==> src/rtl/tthbif_pkg.sv <==
// Shared constants and FSM state type for the tthbif UART register file.
package tthbif_pkg;

   localparam logic [3:0] ADDR_RX_FLOP = 4'd0;
   localparam logic [3:0] ADDR_RX_COMB = 4'd1;
   localparam logic [3:0] ADDR_TX_FLOP = 4'd2;
   localparam logic [3:0] ADDR_TX_COMB = 4'd3;
   localparam logic [3:0] ADDR_ID      = 4'd4;
   localparam logic [3:0] ADDR_SCRATCH = 4'd5;
   localparam logic [3:0] ADDR_STATUS  = 4'd6;

   localparam logic [7:0] ID_VALUE  = 8'hA5;
   localparam logic [7:0] ACK_VALUE = 8'h06;

   typedef enum logic [1:0] {
      ST_IDLE,
      ST_WR_DATA,
      ST_RESP
   } state_t;

   function automatic logic is_read_cmd(input logic [7:0] cmd);
      return cmd[7];
   endfunction

endpackage

==> src/rtl/tthbif_timeout_cnt.sv <==
// Write-data timeout counter: clears on a write command, counts while enabled,
// flags expiry once LIMIT cycles have been spent waiting.
module tthbif_timeout_cnt #(
   parameter int unsigned LIMIT = 1000000
) (
   input  logic clk,
   input  logic rst_n,
   input  logic clear,
   input  logic enable,
   output logic expired
);

   localparam int CW = $clog2(LIMIT + 1);

   logic [CW-1:0] count;

   assign expired = (count == CW'(LIMIT - 1));

   always_ff @(posedge clk or negedge rst_n) begin
      if (!rst_n) begin
         count <= '0;
      end else if (clear) begin
         count <= '0;
      end else if (enable && !expired) begin
         count <= count + 1'b1;
      end
   end

endmodule

==> src/rtl/tthbif_uart_rf.sv <==
// UART-driven register file for tthbif tap selects (read/write command protocol).
// Define TTHBIF_RF_WR_ACK_EN to have every completed write answered with an ACK byte.
module tthbif_uart_rf
   import tthbif_pkg::*;
#(
   parameter int NUM_FLOP_TAP   = 4,
   parameter int NUM_COMB_TAP   = 4,
   parameter int TIMEOUT_CYCLES = 1000000
) (
   input  logic                            clk_i,
   input  logic                            rst_ni,
   input  logic                            en_i,
   input  logic                            rx_data_valid_i,
   input  logic [7:0]                      rx_data_i,
   input  logic                            tx_data_ready_i,
   output logic                            tx_data_valid_o,
   output logic [7:0]                      tx_data_o,
   output logic [$clog2(NUM_FLOP_TAP)-1:0] rx_flop_tap_sel_o,
   output logic [$clog2(NUM_FLOP_TAP)-1:0] tx_flop_tap_sel_o,
   output logic [$clog2(NUM_COMB_TAP)-1:0] rx_comb_tap_sel_o,
   output logic [$clog2(NUM_COMB_TAP)-1:0] tx_comb_tap_sel_o
);

   localparam int FW = $clog2(NUM_FLOP_TAP);
   localparam int CW = $clog2(NUM_COMB_TAP);

   state_t        state;
   logic [3:0]    wr_addr;
   logic [7:0]    scratch;
   logic          drop_flag;
   logic [FW-1:0] rx_flop_sel;
   logic [FW-1:0] tx_flop_sel;
   logic [CW-1:0] rx_comb_sel;
   logic [CW-1:0] tx_comb_sel;
   logic [7:0]    rd_data;
   logic          timeout_clear;
   logic          timeout_enable;
   logic          timeout_expired;

   assign rx_flop_tap_sel_o = rx_flop_sel;
   assign tx_flop_tap_sel_o = tx_flop_sel;
   assign rx_comb_tap_sel_o = rx_comb_sel;
   assign tx_comb_tap_sel_o = tx_comb_sel;

   assign timeout_clear  = en_i && (state == ST_IDLE) && rx_data_valid_i && !is_read_cmd(rx_data_i);
   assign timeout_enable = en_i && (state == ST_WR_DATA);

   tthbif_timeout_cnt #(
      .LIMIT(TIMEOUT_CYCLES)
   ) u_timeout (
      .clk    (clk_i),
      .rst_n  (rst_ni),
      .clear  (timeout_clear),
      .enable (timeout_enable),
      .expired(timeout_expired)
   );

   // Read data is decoded straight from the command byte so the response can be
   // registered in the command cycle itself.
   always_comb begin
      rd_data = 8'h00;
      case (rx_data_i[3:0])
         ADDR_RX_FLOP: rd_data = 8'(rx_flop_sel);
         ADDR_RX_COMB: rd_data = 8'(rx_comb_sel);
         ADDR_TX_FLOP: rd_data = 8'(tx_flop_sel);
         ADDR_TX_COMB: rd_data = 8'(tx_comb_sel);
         ADDR_ID:      rd_data = ID_VALUE;
         ADDR_SCRATCH: rd_data = scratch;
         ADDR_STATUS:  rd_data = {7'b0, drop_flag};
         default:      rd_data = 8'h00;
      endcase
   end

   always_ff @(posedge clk_i or negedge rst_ni) begin
      if (!rst_ni) begin
         state           <= ST_IDLE;
         tx_data_valid_o <= 1'b0;
         tx_data_o       <= 8'h00;
         wr_addr         <= 4'h0;
         scratch         <= 8'h00;
         drop_flag       <= 1'b0;
         rx_flop_sel     <= '1;
         tx_flop_sel     <= '1;
         rx_comb_sel     <= '1;
         tx_comb_sel     <= '1;
      end else if (!en_i) begin
         state           <= ST_IDLE;
         tx_data_valid_o <= 1'b0;
      end else begin
         case (state)
            ST_IDLE: begin
               if (rx_data_valid_i) begin
                  if (is_read_cmd(rx_data_i)) begin
                     tx_data_o       <= rd_data;
                     tx_data_valid_o <= 1'b1;
                     state           <= ST_RESP;
                     if (rx_data_i[3:0] == ADDR_STATUS) drop_flag <= 1'b0;
                  end else begin
                     wr_addr <= rx_data_i[3:0];
                     state   <= ST_WR_DATA;
                  end
               end
            end
            ST_WR_DATA: begin
               if (rx_data_valid_i) begin
                  case (wr_addr)
                     ADDR_RX_FLOP: rx_flop_sel <= rx_data_i[FW-1:0];
                     ADDR_RX_COMB: rx_comb_sel <= rx_data_i[CW-1:0];
                     ADDR_TX_FLOP: tx_flop_sel <= rx_data_i[FW-1:0];
                     ADDR_TX_COMB: tx_comb_sel <= rx_data_i[CW-1:0];
                     ADDR_SCRATCH: scratch     <= rx_data_i;
                     default: ;
                  endcase
`ifdef TTHBIF_RF_WR_ACK_EN
                  tx_data_o       <= ACK_VALUE;
                  tx_data_valid_o <= 1'b1;
                  state           <= ST_RESP;
`else
                  state <= ST_IDLE;
`endif
               end else if (timeout_expired) begin
                  state <= ST_IDLE;
               end
            end
            ST_RESP: begin
               // The response slot has no room for another command, so any byte
               // seen here is lost and recorded.
               if (rx_data_valid_i) drop_flag <= 1'b1;
               if (tx_data_ready_i) begin
                  tx_data_valid_o <= 1'b0;
                  state           <= ST_IDLE;
               end
            end
            default: state <= ST_IDLE;
         endcase
      end
   end

endmodule

==> config.mk <==
export PLATFORM = sky130hd
export DESIGN_NAME = tthbif_uart_rf
export DESIGN_NICKNAME = d
export VERILOG_FILES = /design/src/rtl/tthbif_pkg.sv /design/src/rtl/tthbif_timeout_cnt.sv /design/src/rtl/tthbif_uart_rf.sv
export SDC_FILE = /design/constraint.sdc
export NUM_CORES = 1
export LEC_CHECK = 0
export ABC_AREA = 1
export BUFFER_PORTS_ARGS = -buffer_cell sky130_fd_sc_hd__buf_4
export CORE_AREA = 2 2 83 85
export CTS_BUF_LIST = sky130_fd_sc_hd__clkbuf_16
export DETAILED_ROUTE_END_ITERATION = 8
export DIE_AREA = 0 0 85 87
export SYNTH_ARGS = -nofsm -noshare
export SYNTH_HDL_FRONTEND = slang
export SYNTH_SLANG_ARGS = --single-unit
==> constraint.sdc <==
create_clock -name clk_i -period 2.2 [get_ports clk_i]
set_input_delay 0.11 -clock clk_i [delete_from_list [all_inputs] [get_ports clk_i]]
set_output_delay 0.11 -clock clk_i [all_outputs]
set_load 0.1 [all_outputs]
Word-level counts from Yosys, hierarchy flattened
Index checks and enable logic that the tools add are counted.
{"block": "op_classes", "add_sub_neg": 1, "eq_ne": 22, "muxes": 20, "n_bitwise": 1, "n_reduce_logical": 22}
{"cell": "$pmux 8 s7", "count": 1}
{"cell": "$mux 20", "count": 2}
{"cell": "$reduce_and 4->1", "count": 8}
{"cell": "$add 20x1->20 const B", "count": 1}
{"cell": "$eq 20x20->1 const B", "count": 1}
{"cell": "$eq 4x2->1 const B", "count": 4}
{"cell": "$eq 4x3->1 const B", "count": 4}
{"cell": "$mux 2", "count": 6}
{"cell": "$ne 3x3->1 const B", "count": 3}
{"cell": "$eq 4x1->1 const B", "count": 2}
{"cell": "$logic_not 4->1", "count": 2}
{"cell": "$mux 1", "count": 8}
{"cell": "$ne 2x2->1 const B", "count": 3}
{"cell": "$pmux 2 s3", "count": 1}
{"cell": "$reduce_and 6->1", "count": 1}
{"cell": "$logic_and 1x1->1", "count": 5}
{"cell": "$ne 4x3->1 const B", "count": 1}
{"cell": "$pmux 1 s2", "count": 2}
{"cell": "$reduce_bool 2->1", "count": 2}
{"cell": "$ne 3x1->1 const B", "count": 1}
{"cell": "$reduce_and 3->1", "count": 1}
{"cell": "$eq 2x1->1 const B", "count": 1}
{"cell": "$eq 2x2->1 const B", "count": 1}
{"cell": "$logic_not 1->1", "count": 2}
{"cell": "other kinds (3)", "count": 3}
{"block": "word_totals", "ff_bits": 52, "input_bits": 13}

Longest topological paths before layout
Gate-level depths: netlist (run 1).
{"block": "logic_depth", "depth_word": 5, "ltp_mapped": 11, "depth_no_buf": 10}

Cells and area by module
A second synthesis (run 1) with hierarchy kept.
{"block": "unflattened", "cells_unflattened": 378, "hier_area_um2": 2970.3}
{"module": "tthbif_uart_rf", "instances": 1, "cells_per_inst": 180, "area_per_inst_um2": 1549.0, "seq_area_each_um2": 810.8}
{"module": "tthbif_timeout_cnt", "instances": 1, "cells_per_inst": 198, "area_per_inst_um2": 1421.4, "seq_area_each_um2": 500.5}

Worst setup path after synthesis (run 1)
No wires, ideal clock.
{"block": "synth_timing", "path_type": "register -> register", "startpoint": "register u_timeout.count[0]", "endpoint": "register u_timeout.count[14]", "setup_ns": 0.066, "arrival_ns": 1.487, "required_time_ns": 2.134, "slack_ns": 0.647, "stages_incl_launch_ff": 10, "n_path_buf": 1, "path_cell_list": "dfrtp_1 -> ha_1 -> nand3_2 -> inv_1 -> nand3_1 -> nor2_1 -> nor2_1 -> buf_2 -> nand4_1 -> nand2_1"}
{"block": "synth_between", "elab_chain_len": 4, "elab_cells_between_ends": 7, "classes_between": "add/sub (1); eq/ne (1); mux (2); reduce/logical (3)"}
{"item": "from (decl)", "line_no": "tthbif_timeout_cnt.sv:15", "source": "logic [CW-1:0] count;"}
{"item": "from (signal assigned)", "line_no": "tthbif_timeout_cnt.sv:25", "source": "count <= count + 1'b1;"}
{"item": "parallel branches: the longest is 4 deep, another holds $add 20x1->20"}
Parallel ways; which one is timed is not known. The select of a mux whose other input is x is not followed.
A chain may end at the register's enable or synchronous reset.

Worst setup path after layout (run 1)
{"block": "layout_timing", "startpoint": "register u_timeout.count[0]", "endpoint": "register u_timeout.count[6]"}
The elaborated chain is that of the path after synthesis.

==> results of run 1 <==
-- worst max-delay path, cell delays in order, from the launching register on --
cell     delay, ns
dfrtp_1       0.42
ha_1          0.28
nand3_2       0.11
inv_1         0.07
nand3_1       0.08
nor2_1        0.05
nor2_2        0.45
nand3_1       0.13
o21ai_0       0.11
-- layer usage --
metal,vias up,global-route usage
li1,1308,-
met1,1188,0.289
met2,44,0.299
met3,4,0.0351
met4,0,0.0390
met5,-,0
-- registers in the layout (all words and copies together) (netlist names) --
register           count
rx_flop_tap_sel_o      2
tx_data_valid_o        1
tx_flop_tap_sel_o      2
scratch                8
tx_comb_tap_sel_o      2
state                  2
wr_addr                4
tx_data_o              8
rx_comb_tap_sel_o      2
u_timeout.count       20
drop_flag              1
-- synth_stat cells --
| master | instances | area share |
|---|---|---|
| dfstp_2 | 8 | 0.074 |
| nor3_1 | 4 | 0.0071 |
| ha_1 | 1 | 0.0044 |
| nor4_2 | 1 | 0.0044 |
| xor2_1 | 8 | 0.025 |
| inv_1 | 37 | 0.049 |
| and2_1 | 1 | 0.0022 |
| o21ai_1 | 2 | 0.0035 |
| buf_6 | 1 | 0.0040 |
| nand2_1 | 125 | 0.17 |
| dfrtp_1 | 44 | 0.39 |
| a21oi_1 | 3 | 0.0053 |
| xnor2_1 | 1 | 0.0031 |
| a31oi_1 | 4 | 0.0088 |
| nand2_4 | 1 | 0.0040 |
| mux2_2 | 1 | 0.0040 |
| o21ai_0 | 30 | 0.053 |
| nand2_2 | 2 | 0.0044 |
| inv_2 | 1 | 0.0013 |
| inv_6 | 1 | 0.0031 |
| nor2_2 | 2 | 0.0044 |
| clkbuf_1 | 4 | 0.0053 |
| nand3_1 | 32 | 0.056 |
| nand4_1 | 13 | 0.029 |
| nand3b_1 | 3 | 0.0079 |
| buf_2 | 3 | 0.0053 |
| or2_2 | 2 | 0.0044 |
| nand3_2 | 1 | 0.0035 |
| nor2_4 | 1 | 0.0040 |
| nor2_1 | 50 | 0.066 |
-- layout make-up --
| cell class | instances | area share |
|---|---|---|
| multi-input combinational | 288 | 0.402 |
| sequential | 52 | 0.395 |
| timing repair buffer | 34 | 0.0776 |
| inverter | 39 | 0.0456 |
| clock buffer | 5 | 0.0377 |
| tap | 80 | 0.0301 |
| clock inverter | 3 | 0.0128 |
-- power breakdown --
group | internal, mW | switching (mW) | leakage, nW
sequential | 1.07 | 0.0984 | 0.672
combinational | 0.139 | 0.426 | 0.858
clock | 0.538 | 0.366 | 0.0856
-- how the worst max path moves through the flow --
| stage | cells past startpoint | slack, ns | end |
|---|---|---|---|
| 4_1_cts | 8 | 0.11 | u_timeout.count[19]$_DFFE_PN0P_ |
| 3_3_place_gp | 8 | 0.16 | u_timeout.count[2]$_DFFE_PN0P_ |
| 3_5_place_dp | 8 | 0.1 | u_timeout.count[19]$_DFFE_PN0P_ |
| 2_1_floorplan | 9 | 0.65 | u_timeout.count[14]$_DFFE_PN0P_ |
| 5_1_grt | 8 | 0.22 | u_timeout.count[14]$_DFFE_PN0P_ |
| 6_report | 8 | 0.41 | u_timeout.count[6]$_DFFE_PN0P_ |
-- cells in the final DEF (no fill, tap or decap) --
cell           instances
mux2_2                 1
buf_4                 33
inv_6                  2
nand3_1               32
dlygate4sd3_1          1
bufinv_16              1
nand2_4                1
inv_1                 38
nor2_1                49
or2_2                  2
a31oi_1                4
ha_1                   1
nand2_1              125
dfstp_2                8
nor2_2                 3
and2_1                 1
nor3_1                 4
nand3b_1               3
inv_2                  1
dfrtp_1               44
nand4_1               13
o21ai_0               30
xnor2_1                1
nor2_4                 1
clkbuf_16              5
a21oi_1                3
nor4_2                 1
xor2_1                 8
nand2_2                2
nand3_2                1
o21ai_1                2
-- through the flow --
| step | std cells | utilization | instance area, um2 | power (mW) |
|---|---|---|---|---|
| after floorplan | 387 | - | 2840 | 1.60 |
| after global placement | 492 | 0.478 | 3140 | 1.74 |
| after detailed placement | 492 | 0.478 | 3140 | 1.75 |
| after CTS | 501 | 0.506 | 3320 | 2.66 |
| after global routing | 501 | 0.506 | 3320 | 2.76 |
| final | 501 | 0.506 | 3320 | 2.64 |
-- what timing repair did --
item / 4_1_cts / 5_1_grt
resized for setup: 0 / 1
hold endpoints to repair: 44 / 0
endpoints found under the setup margin: 0 / 14
hold buffers: 1 / 0
-- logic make-up after synthesis --
logic type | count (synthesis) | synth area share
AND/OR/NAND/NOR | 238 | 0.363
flip-flops | 52 | 0.462
buffers and inverters | 47 | 0.0679
AO/OA/AOI/OAI | 39 | 0.0706
XOR/XNOR | 9 | 0.0278
multiplexers | 1 | 0.00397
adder cells (fa/ha/maj) | 1 | 0.00441
==> metrics.yaml, run 1 <==
status: "finished clean"
worst-path-max-fanout: 14
wl_met2_um: 3020
place_ws_ns: 0.0976
ir_drop_mv: 0.557
gp_congestion: 0.824
synth-seq-area-share: 0.462
antenna_found_initial: 0
max_freq_mhz: 559
ys_ff_latch: 52
multi_input_comb_area_mm2: 0.00134
cts_sinks: 52
period_share: 0.814
fin_crit_ns: 1.79
critPathCaptureType: "flop"
drt-total-wl_um: 6710
finClkSkew_ns: 0.00496
min_from: "rx_data_i[5]"
vias: 2544
drive_above_1_share: 0.147
power_density_mw_per_mm2: 794
grt_pass1_vias: 2452
die_h_um: 87
critical_path_class: "reg -> reg"
drc: 0
htreeDepth: 2
clk_path_buf_depth: 2
wl_met1_um: 3400
cp-start-kind: "flop"
n_fill_cell: 656
syn_area_per_cell_um2: 7.33
viasPerCell: 5.08
rsz0062_at_grt: "no"
grt_max_degree: 53
clk_pin_slew_ns: 0.07
route.met3.wl_um: 248
initial_core_util: 0.432
r2r_setup_slack_ns: 0.41
syn_area_mm2: 0.00284
cts_tree: "done"
hold_depth: 2
cp.arrival_ns: 2.00
hold_viol_final: 0
grt_first_pass_wirelength_um: 11700
yosysWarnings: 0
final.setup.tns_ns: 0
wire_per_inst_um: 13.4
routed.top_layer: "met4"
die_area_mm2: 0.00740
critPathRequiredTime_ns: 2.41
seqCellArea_mm2: 0.00131
worstRegToRegCells: 8
fin_ws_ns: 0.410
die_x_um: 85
grt-ovfl-total: 0
worstMarginPinSlew_ns: 0.663
n_antenna_cell: 0
dr.pass1.iters: 4
tritoncts.num_buffers: 5
leakage_nw: 1.62
min_to: "scratch[5]$_DFFE_PN0P_"
startpoint: "u_timeout.count[0]$_DFFE_PN0P_"
synthCells: 387
cts_setup_buffers: 0
nNetsFinal: 434
drtIter0Drc: 163
hold_path.class: "in -> reg"
io_buffers: 29
post-dp-hpwl_um: 4850
synth_nets: 401
num_rows: 30
ant_nets: 0
syn2layout_area_growth_pct: 17.2
core_mm2: 0.00657
cts-root-buf: "clkbuf_16"
setup_viol: 0
drv_slew: 0
max-cap-violations: 0
reg2reg_to: "u_timeout.count[6]$_DFFE_PN0P_"
whs_ns: 0.0563
grt.total_usage: 0.195
slew_headroom: 0.558
yosysUniqueCellTypes: 30
r2r_start: "u_timeout.count[0]$_DFFE_PN0P_"
clk-insertion-delay-late_ns: 0.29
num_io_pins: 30
No activity file was read; power rests on OpenSTA's default activity.
==> inputs of run 2 (changes only) <==
--- a/config.mk
+++ b/config.mk
@@ -5,12 +5,12 @@
 export SDC_FILE = /design/constraint.sdc
 export NUM_CORES = 1
 export LEC_CHECK = 0
-export ABC_AREA = 1
+export ABC_AREA = 0
 export BUFFER_PORTS_ARGS = -buffer_cell sky130_fd_sc_hd__buf_4
-export CORE_AREA = 2 2 83 85
+export CORE_AREA = 2 2 78 80
 export CTS_BUF_LIST = sky130_fd_sc_hd__clkbuf_16
 export DETAILED_ROUTE_END_ITERATION = 8
-export DIE_AREA = 0 0 85 87
+export DIE_AREA = 0 0 80 82
 export SYNTH_ARGS = -nofsm -noshare
 export SYNTH_HDL_FRONTEND = slang
 export SYNTH_SLANG_ARGS = --single-unit
==> constraint.sdc (replaced) <==
create_clock -name clk_i -period 1.7 [get_ports clk_i]
set_input_delay 0.085 -clock clk_i [delete_from_list [all_inputs] [get_ports clk_i]]
set_output_delay 0.085 -clock clk_i [all_outputs]
set_load 0.1 [all_outputs]
==> metrics.yaml, run 2 <==
status: "finished with violations"
violations: "setup timing"
synth.area.top_cells: "dfrtp_1, dfstp_2, mux2_2, nand2_1, o21ai_0"
synth_xor_area_frac: 0.0381
synth_nets: 264
ir_drop_mv: 0.617
worstPathCellList: "ha_2 > and2_4 > nand4_1 > buf_4 > o21ai_4 > or4_4 > a21oi_2"
clk-insertion-delay-late_ns: 0.29
synth_top_family_by_area: "simple AND/OR/NAND/NOR gates"
dr.pass1.iters: 4
cts_sinks: 52
synth.most_common_cell: "dfrtp_1"
cpMaxStageDelayCell: "or4_4"
post-dp-hpwl_um: 3820
largest_register_ffs: 20
critical_path_class: "reg -> reg"
cp.arrival_ns: 2.00
ys_ff_latch: 52
viasPerCell: 5.24
synth.top_cell.area_share: 0.436
layout_commonest_cell: "buf_4"
syn2layout_area_growth_pct: 30.6
n_antenna_cell: 0
cp-start-kind: "flop"
synth_top_cell_by_area: "dfrtp_1"
nNetsFinal: 326
top_register: "u_timeout.count"
drv_slew: 0
r2r_setup_slack_ns: -0.07
whs_ns: 0.0193
synthCells: 250
grt_pass1_vias: 1923
tritoncts.num_buffers: 5
synthMuxAreaShare: 0.0669
fin_ws_ns: -0.0742
cts_tree: "done"
synth-seq-area-share: 0.519
finalPower_mw: 3.25
synth_top_flop_cell: "dfrtp_1"
clk_path_buf_depth: 2
die_h_um: 82
num_rows: 28
clk_pin_slew_ns: 0.07
yosysWarnings: 0
grt.busiest_layer: "met2"
grt_max_degree: 53
io_buffers: 29
startpoint: "u_timeout.count[0]$_DFFE_PN0P_"
met2_usage: 0.317
initial_core_util: 0.440
power_density_mw_per_mm2: 984
grt_use_met1: 0.237
min_from: "rx_data_i[5]"
hold_path.class: "in -> reg"
final_cell_mix: "buf_4, dfrtp_1, nand2_1"
synth-edff-count: 0
drtIter0Drc: 91
max-cap-violations: 0
largestRegisters: "u_timeout.count x20, scratch x8, tx_data_o x8"
setup_viol: 2
met3_usage: 0.0363
die_x_um: 80
syn_area_per_cell_um2: 10.1
r2r_start: "u_timeout.count[0]$_DFFE_PN0P_"
synthTopCellsByCount: "dfrtp_1, nand2_1, o21ai_0"
grt-ovfl-total: 0
syn_area_mm2: 0.00253
wire_per_inst_um: 14.6
core_mm2: 0.00575
slew_headroom: 0.557
htreeDepth: 2
critPathCaptureType: "flop"
yosys.area_share.simple: 0.241
finClkSkew_ns: 0.00736
worst-path-max-fanout: 5
antenna_found_initial: 0
reg2reg_to: "u_timeout.count[11]$_DFFE_PN0P_"
die_area_mm2: 0.00656
fin_crit_ns: 1.77
max_freq_mhz: 564
cpPeakStageDelay_ns: 0.43
leakage_nw: 1.50
worstMarginPinSlew_ns: 0.665
rsz0062_at_grt: "yes"
hold_viol_final: 0
grt_first_pass_wirelength_um: 9290
critPathRequiredTime_ns: 1.92
yosysUniqueCellTypes: 46
hold_depth: 2
ant_nets: 0
synth_adder_area_share: 0.00495
async_flop_share: 1.00
drc: 0
worstRegToRegCells: 7
period_share: 1.04
grt.total_usage: 0.185
drt-total-wl_um: 5650
drive_above_1_share: 0.351
vias: 2032
gp_congestion: 0.830
num_io_pins: 30
synth-compound-area-share: 0.109
cts-root-buf: "clkbuf_16"
min_to: "scratch[5]$_DFFE_PN0P_"
## run 2: changes by cell type after synthesis, sizes merged, moves of 6 or more
cell / delta
mux2: +12
nand2: -90
nand4: -6
nor2: -35
nand3: -21
inv: -32
## run 2: per-layer routing
metal	routed length (um)	share of wire	up-vias
met4	68	0.012	0
met1	2560	0.45	984
met3	152	0.027	7
li1	-	-	1013
met5	0	0	-
met2	2870	0.51	28
## run 2: worst max path at each step
stage	endpoint	slack (ns)	cells past startpoint
after floorplan	u_timeout.count[15]$_DFFE_PN0P_	0.003	6
after global placement	u_timeout.count[9]$_DFFE_PN0P_	-0.01	7
after detailed placement	u_timeout.count[9]$_DFFE_PN0P_	-0.03	7
after CTS	u_timeout.count[9]$_DFFE_PN0P_	0.004	7
after global routing	u_timeout.count[11]$_DFFE_PN0P_	-0.11	7
final	u_timeout.count[11]$_DFFE_PN0P_	-0.07	7
## run 2: cells by family (layout without fill, tap and decap cells)
family          after synthesis  after routing
flops                        52             52
buf+inv                      14             77
fa+ha+maj                     1              1
compound gates               48             48
mux                          14             14
xor+xnor                     11             11
simple gates                110            110
## run 2: where the power goes
part,internal (mW),switching [mW]
Clock,0.700,0.469
Combinational,0.193,0.466
Sequential,1.35,0.0650
Total,2.25,1.00
## run 2: area by class of cell
type | instances | area, um2
inverters | 7 | 26.3
clock buffers | 5 | 125
fillers | 509 | 2450
repair buffers | 62 | 474
clock inverters | 3 | 46.3
multi-input cells | 184 | 1220
well taps | 75 | 93.8
flip-flops and latches | 52 | 1310
## run 2: what timing repair did
item / CTS / global route
endpoints found under the setup margin: 6 / 22
endpoints found under the hold margin: 45 / 0
gates resized for setup: 1 / 12
buffers inserted: 2 / 5
pin swaps: 3 / 4
hold buffers: 2 / 0
## run 2: metrics by stage
stage | utilization | cell area, um2 | TNS [ns] | setup slack [ns] | std cells
final | 0.574 | 3300 | -0.106 | -0.0742 | 388
after global routing | 0.574 | 3300 | -0.528 | -0.115 | 388
after CTS | 0.558 | 3210 | 0 | 0.00426 | 383
after detailed placement | 0.521 | 3000 | -0.0764 | -0.0316 | 371
after global placement | 0.521 | 3000 | -0.0169 | -0.0138 | 371
after floorplan | - | 2530 | 0 | 0.00336 | 250
## run 2: worst max-delay path, delay by kind of cell, from the launching register on
| family | cells | cell delay, ns |
|---|---|---|
| compound gates | 2 | 0.21 |
| fa+ha+maj | 1 | 0.19 |
| buf+inv | 1 | 0.16 |
| flops | 1 | 0.39 |
| simple gates | 3 | 0.74 |
